===== src/rtl/imem_program_loader.sv =====
// ---------------------------------------------------------------------------
// imem_program_loader
//
// Writer side of a byte-wide, big-endian instruction store. Instruction
// words arrive over a valid/ready stream and are split into four byte
// writes, most significant byte first, at consecutive addresses. A reader
// therefore finds instr[31:24] at the word's base address.
//
// The loader tracks the fill address and the number of completed words.
// It reports completion when the word flagged as last has been fully
// written. It reports overflow when the store fills before any word is
// flagged as last.
//
// Ports
//   clk         single clock, rising edge
//   rst_n       asynchronous active-low reset, deasserted synchronously
//   start       one-cycle pulse; begins a new load at address 0
//   s_valid     instruction word valid
//   s_ready     loader can accept a word this cycle (registered, state only)
//   s_data      32-bit instruction word
//   s_last      marks s_data as the final word of the program
//   wr_en       byte write strobe to the instruction store (registered)
//   wr_addr     byte address of the write (registered)
//   wr_data     byte to write (registered)
//   busy        a load is in progress
//   done        program fully written; held until next start or reset
//   overflow    store filled without a last word; held until next start/reset
//   word_count  number of words fully written in the current load
// ---------------------------------------------------------------------------
module imem_program_loader #(
   parameter int ADDR_W      = 6,
   parameter int DEPTH_BYTES = 64,
   parameter int CNT_W       = 5
) (
   input  logic              clk,
   input  logic              rst_n,
   input  logic              start,
   input  logic              s_valid,
   output logic              s_ready,
   input  logic [31:0]       s_data,
   input  logic              s_last,
   output logic              wr_en,
   output logic [ADDR_W-1:0] wr_addr,
   output logic [7:0]        wr_data,
   output logic              busy,
   output logic              done,
   output logic              overflow,
   output logic [CNT_W-1:0]  word_count
);

   typedef enum logic [2:0] {
      S_IDLE,
      S_ACCEPT,
      S_WRITE,
      S_DONE,
      S_ERR
   } state_t;

   state_t            state;
   logic [ADDR_W-1:0] addr;
   logic [1:0]        byte_idx;
   logic [23:0]       word_rest;
   logic              last_word;

   // The end-of-word address is computed one bit wider than the store
   // address so that filling the very last slot can be recognised without
   // the comparison wrapping back to zero.
   localparam logic [ADDR_W:0] DEPTH_END = (ADDR_W+1)'(DEPTH_BYTES);
   logic [ADDR_W:0]   addr_end;

   assign addr_end = {1'b0, addr} + (ADDR_W+1)'(4);

   // Single state machine with every output registered. The first byte of
   // a word is presented on the same edge that accepts the word; the
   // remaining three bytes come from a left-shifting copy of the low
   // 24 bits, so wr_data always takes the top byte of that copy.
   always_ff @(posedge clk or negedge rst_n) begin
      if (!rst_n) begin
         state      <= S_IDLE;
         addr       <= '0;
         byte_idx   <= '0;
         word_rest  <= '0;
         last_word  <= 1'b0;
         s_ready    <= 1'b0;
         wr_en      <= 1'b0;
         wr_addr    <= '0;
         wr_data    <= '0;
         busy       <= 1'b0;
         done       <= 1'b0;
         overflow   <= 1'b0;
         word_count <= '0;
      end else begin
         case (state)
            S_IDLE, S_DONE, S_ERR: begin
               if (start) begin
                  state      <= S_ACCEPT;
                  addr       <= '0;
                  word_count <= '0;
                  done       <= 1'b0;
                  overflow   <= 1'b0;
                  s_ready    <= 1'b1;
                  busy       <= 1'b1;
               end
            end

            S_ACCEPT: begin
               if (s_valid && s_ready) begin
                  state     <= S_WRITE;
                  s_ready   <= 1'b0;
                  wr_en     <= 1'b1;
                  wr_addr   <= addr;
                  wr_data   <= s_data[31:24];
                  word_rest <= s_data[23:0];
                  last_word <= s_last;
                  byte_idx  <= 2'd0;
               end
            end

            S_WRITE: begin
               if (byte_idx == 2'd3) begin
                  wr_en      <= 1'b0;
                  addr       <= addr_end[ADDR_W-1:0];
                  word_count <= word_count + CNT_W'(1);
                  if (last_word) begin
                     state <= S_DONE;
                     done  <= 1'b1;
                     busy  <= 1'b0;
                  end else if (addr_end == DEPTH_END) begin
                     state    <= S_ERR;
                     overflow <= 1'b1;
                     busy     <= 1'b0;
                  end else begin
                     state   <= S_ACCEPT;
                     s_ready <= 1'b1;
                  end
               end else begin
                  byte_idx  <= byte_idx + 2'd1;
                  wr_addr   <= wr_addr + ADDR_W'(1);
                  wr_data   <= word_rest[23:16];
                  word_rest <= {word_rest[15:0], 8'h00};
               end
            end

            default: begin
               state   <= S_IDLE;
               s_ready <= 1'b0;
               wr_en   <= 1'b0;
               busy    <= 1'b0;
            end
         endcase
      end
   end

endmodule


===== config.mk =====
export PLATFORM = sky130hd
export DESIGN_NAME = imem_program_loader
export DESIGN_NICKNAME = d
export VERILOG_FILES = /design/src/rtl/imem_program_loader.sv
export SDC_FILE = /design/constraint.sdc
export NUM_CORES = 1
export LEC_CHECK = 0
export CORE_AREA = 2 2 70 105
export DETAILED_ROUTE_END_ITERATION = 10
export DIE_AREA = 0 0 72 107
export HOLD_SLACK_MARGIN = 0.08
export PLACE_DENSITY = 0.76
export SLEW_MARGIN = 20
export SYNTH_ARGS = -nofsm -noshare
export SYNTH_HDL_FRONTEND = slang
export SYNTH_SLANG_ARGS = --single-unit

===== constraint.sdc =====
create_clock -name clk -period 2.4 [get_ports clk]
set_clock_uncertainty 0.15 [all_clocks]
set_input_delay 0.6 -clock clk [delete_from_list [all_inputs] [get_ports clk]]
set_output_delay 0.6 -clock clk [all_outputs]
set_load 0.01 [all_outputs]

==> out/qor.yml <==
crit_type: "reg -> out"
cp_cell_sequence: "clkdlybuf4s50_1"
wl_mm: 6.32
wl_per_cell_microns: 14.1
cts_buffer_depth: 2
grt_pass1_vias: 2338
area_growth_pct: 29.3
clock.fmax_mhz: 481
fin_tns_setup_ps: 0
syn_inst: 303
cts_made_buffers: 9
cts_resized: 0
clkTransAtPathRegs_ps: 70
max_slew_margin_pct: 64.9
cpLargestDelayFamily: "buffers and inverters"
max_stage_delay_ps: 570
vias: 2429
path_buf_inv: 1
num-fill-cells: 585
hold_violations: 0
root_buffer: "clkbuf_8"
htree_levels: 3
insertion_delay_ps: 340
rr_endpoint: "word_rest[11]$_DFFE_PN0P_"
ys_seq_elements: 58
post_cts_buffers: 0
cap_violations: 0
placed_cells: 432
synth_top_area_share_pct: 48.5
ys_top_cells_by_area: "dfrtp_1 (48%), a31oi_2 (9.6%), nand2_1 (7.9%)"
grt_max_degree: 59
core.rowCount: 37
status: "completed"
gr-total-overflow: 0
yosysTopAreaCell: "dfrtp_1"
crit_fanout: 5
p_per_area_nw_per_um2: 1100
initial_utilization_pct: 44.0
grt_pass1_wl_mm: 10.7
ys_types: 41
tightest_slew_ps: 526
syn_avg_cell_area_sq_um: 9.88
crit_slowest_cell: "clkdlybuf4s50_1"
fin_crit_sh_pct: 86.7
rr_worst_depth: 6
drt_first_pass_iters: 4
drc: 0
reg2reg_from: "byte_idx[0]$_DFFE_PN0P_"
drt_iter0_markers: 216
power_uw: 4270
setup_violations: 0
slew_viol_final: 0
die_w_microns: 72
hold_buffers: 0
gp_congestion: 0.795
ys_seq_area_share_pct: 48.5
rsz0062_at_grt: "no"
synth_edf_count: 0
required_ps: 1650
clock_sinks: 58
stdcell_count: 448
die_h_microns: 107
track_usage_pct: 17.5
hp-class: "in -> async"
worstSetupEndpointType: "output port"
antenna_left: 0
seq_area_sq_um: 1450
nets: 407
dp_hpwl_mm: 4.37
antenna_found_initial: 0
ys_warn_count: 0
diodes: 0
drive_gt1_share_pct: 14.9
multiInputGateArea_sq_um: 1400
cp_data_arrival_time_ps: 1330
viasPerCell: 5.42
power_leakage_uw: 0.00162
ios: 61
ys.flop_type: "dfrtp_1"
critPathLaunchType: "register"
finalCriticalPeriod_ps: 2080
peakVddDrop_v: 0.000442
rrSetupSlack_ps: 330
async_reset_ff_share_pct: 100
placement.io_buffers: 60
syn_nets: 345
synth_area_sq_um: 2990
core_sq_um: 6810
die_area_sq_um: 7700
cts_tree: "built"
-- state kept, by name, indices dropped and copies added (netlist names) --
| signal | cells |
|---|---|
| word_rest | 24 |
| wr_data | 8 |
| wr_addr | 6 |
| word_count | 5 |
| addr | 4 |
| state | 3 |
| byte_idx | 2 |
| busy | 1 |
| done | 1 |
| last_word | 1 |
| overflow | 1 |
| s_ready | 1 |
| wr_en | 1 |
-- through the flow --
step	worst slack [ps]	utilization, %	instance area (sq um)	hold WS, ps
after floorplan	520	-	2990	154
after global placement	69.2	54.0	3680	321
after detailed placement	7.57	54.0	3680	337
after CTS	308	56.9	3870	110
after global routing	155	56.9	3870	130
final	319	56.9	3870	92.3
-- Yosys cell counts (all sizes together) (5+ instances only) --
cell type   n
a31oi      29
dfrtp      58
a21oi       9
ha          5
nand3      10
a22o       11
o21ai      22
nor3b       7
and3        6
buf        17
nor2       27
nand2      63
-- layer usage --
layer	wire, microns	part of all wire [%]	track usage, %
met5	0	0	0
met4	138	2.2	9.70
met3	226	3.6	3.20
met2	3140	50	27.2
met1	2810	44	22.9
-- placed cells by master (no fill, tap or decap), types with 3 or more instances in the layout --
cell type and instances:
a21o_1 3, o21ai_1 4, clkdlybuf4s50_1 59, and3_1 6
nand2_1 63, nand3_1 10, ha_1 5, a31oi_1 6
nor3b_1 6, clkbuf_8 10, nand3b_1 3, a21oi_1 9
o21ai_0 17, clkinv_2 3, nand2b_1 4, inv_1 4
a22o_1 11, buf_12 3, a31oi_2 23, nor2_1 26
buf_4 7, dfrtp_1 58, or3_1 3
-- logic make-up after synthesis --
group	count (synthesis)	share of synthesized area, %
AOI/OAI and AO/OA	85	23.4
and+or+nand+nor	131	20.8
buffers and inverters	23	4.85
muxes	1	0.376
adders and majority gates	5	2.09
DFF	58	48.5
-- area by class of cell --
cell class	instances	area share [%]
sequential	58	37.5
multi-input combinational	222	36.3
timing repair buffer	70	18.3
clock buffer	11	3.65
tap	78	2.52
clock inverter	5	1.39
inverter	4	0.388
-- worst max-delay path by stage --
stage	start	end	slack [ps]	cells past startpoint
detailed placement	start	s_ready$_DFFE_PN0P_	8	5
global route	byte_idx[0]$_DFFE_PN0P_	wr_addr[5]$_DFFE_PN0P_	150	6
finish	wr_addr[0]$_DFFE_PN0P_	wr_addr[0]	320	1
global placement	start	s_ready$_DFFE_PN0P_	70	5
CTS	wr_addr[0]$_DFFE_PN0P_	wr_addr[0]	310	1
floorplan	byte_idx[0]$_DFFE_PN0P_	word_rest[23]$_DFFE_PN0P_	520	5
-- where the power goes --
group	total [uW]	internal (uW)	switching (uW)
clock	886	504	382
sequential	1620	1340	278
combinational	1760	888	877
total	4270	2730	1540
Power figures use the tool's default switching activity.
==> RTL change: new RTL, same flow settings <==
The parameter `CNT_W` goes from 5 to 10.
--- a/src/rtl/imem_program_loader.sv
+++ b/src/rtl/imem_program_loader.sv
@@ -30,7 +30,7 @@
 module imem_program_loader #(
    parameter int ADDR_W      = 6,
    parameter int DEPTH_BYTES = 64,
-   parameter int CNT_W       = 5
+   parameter int CNT_W       = 10
 ) (
    input  logic              clk,
    input  logic              rst_n,
Interface: changed (resized word_count); port bits go from 61 to 66. The function was not compared with the original's and may differ.
==> RTL change against the original RTL <==
Clock power increased by 8.7%. Final area increased by 8.7%. Total power increased by 14%. Synthesized area increased by 6.6%. Setup slack got worse by 38 ps. Core utilization increased by 5.0 points. Routed wire length increased by 13%. Count of clock-buffer cells in the layout decreased by 1. Final cell count increased by 6.5%. Sequential cell count increased by 5. Critical path type unchanged. Critical endpoint is now word_count[2]. Largest cell class unchanged.
==> RTL change: results (changes against the original RTL) <==
| Metric | Value |
|---|---|
| Largest net degree at the start of global routing | 64 (+8.5%) |
| Dpl hpwl | 5.05 mm (+16%) |
| Routed len/inst | 15.0 microns (+6.2%) |
| Register area share after synthesis | 49.4% (+0.94 points) |
| Tot GR Track Use | 19.7% (+2.2 points) |
| LEAKAGE | 1.69 nW (+4.4%) |
| Ratio of cells with drive above 1 in the final layout | 13.0% (-1.8 points) |
| Complex-gate fraction of the synthesized area | 19.0% (-4.4 points) |
| Top cells by area, synth | dfrtp_1 49%, mux2i_1 8.2%, a21oi_1 4.7% |
| Placed cell areas | 4010 sq um (+9.1%) |
| Input/output buffers | 65 (+8.3%) |
| VDD IR-drop max | 0.000718 V (+63%) |
| Routed vias | 2661 (+9.6%) |
| Synth Net Count | 365 (+5.8%) |
| Drt first pass iters | 4 (unchanged) |
| First-pass GRT wire length | 11.8 mm (+9.9%) |
| Synthesized-area fraction occupied by adder cells | 1.96% (-0.13 points) |
| Worst relative slew slack | 71.3% (+6.4 points) |
| FFs w/ async S/R, synth | 100% (unchanged) |
| Initial DRC count | 123 (-43%) |
| Crit-path max FO | 7 (+2) |
| Cell variety after synth | 47 (+15%) |
| Routability cong. | 0.895 (+13%) |
| Arrival time worst endpoint | 1370 ps (+40 ps) |
| Synth cell count leaders | 63 x dfrtp_1, 33 x nor2_1, 32 x nand2_1, 30 x a21oi_1, 27 x o21ai_0 |
| Largest registers | word_rest: 24 flops, word_count: 10 flops, wr_data: 8 flops |
| Vias in the first global route | 2612 (+12%) |
| Die area | 7700 sq um (unchanged) |
| Mux share of post-synthesis cell area | 8.94% (+8.6 points) |
| Largest stage delay on the critical path | 580 ps |
| # nets final | 438 (+7.6%) |
| Run status | completed |
| HP Class | primary input to async pin |
[RTL change: cell types whose count changed after synthesis, moves of 5 or more]
cell / before / now
a31oi_2: 23 / 0
buf_2: 11 / 3
mux2i_1: 0 / 26
a22o_1: 11 / 0
nand2_1: 63 / 32
nor2_1: 26 / 33
buf_4: 1 / 6
dfrtp_1: 58 / 63
a21oi_2: 0 / 12
clkbuf_1: 2 / 8
o21ai_0: 17 / 27
a21oi_1: 9 / 30
[RTL change: logic make-up after synthesis]
| family | after synthesis |
|---|---|
| flip-flops | 63 |
| buffers and inverters | 25 |
| AND/OR/NAND/NOR | 106 |
| adder cells (fa/ha/maj) | 5 |
| multiplexers | 28 |
| AO/OA/AOI/OAI | 96 |
[RTL change: layer usage]
layer,vias to the layer above,share of wire [%],GRT usage (%)
li1,1298,-,-
met1,1250,42,24.2
met2,95,50,32.3
met3,18,5.4,3.20
met4,0,2.9,11.3
met5,-,0,0
[RTL change: final timing paths]
kind	start	to	slack, ps	cells after the start
setup / recovery	word_count[2]$_DFFE_PN0P_	word_count[2]	280	1
hold / removal	rst_n	wr_data[0]$_DFFE_PN0P_	100	2
setup reg to reg	byte_idx[0]$_DFFE_PN0P_	word_rest[18]$_DFFE_PN0P_	330	7
hold reg to reg	byte_idx[0]$_DFFE_PN0P_	byte_idx[0]$_DFFE_PN0P_	340	1
max in group asynchronous	rst_n	word_rest[6]$_DFFE_PN0P_	1710	2
min in group clk	byte_idx[0]$_DFFE_PN0P_	byte_idx[0]$_DFFE_PN0P_	340	1
[RTL change: cell type report]
| type | instances | area [sq um] |
|---|---|---|
| Fill cell | 578 | 2600 |
| Sequential cell | 63 | 1580 |
| Multi-Input combinational cell | 235 | 1480 |
| Timing Repair Buffer | 83 | 843 |
| Clock buffer | 10 | 128 |
| Tap cell | 78 | 97.6 |
| Clock inverter | 4 | 72.6 |
| Inverter | 4 | 15.0 |
[RTL change: report_power, final]
group	leakage [nW]	switching, mW	internal (mW)	total, mW
clock network	0.0982	0.392	0.571	0.963
logic	0.830	1.06	1.07	2.14
registers	0.765	0.302	1.46	1.76
[RTL change: metrics by stage]
step	setup TNS (ps)	cells	setup slack, ps
2_1_floorplan	0	323	479
3_3_place_gp	0	463	29.0
3_5_place_dp	-26.8	463	-15.9
4_1_cts	0	477	270
5_1_grt	0	477	236
6_report	0	477	281
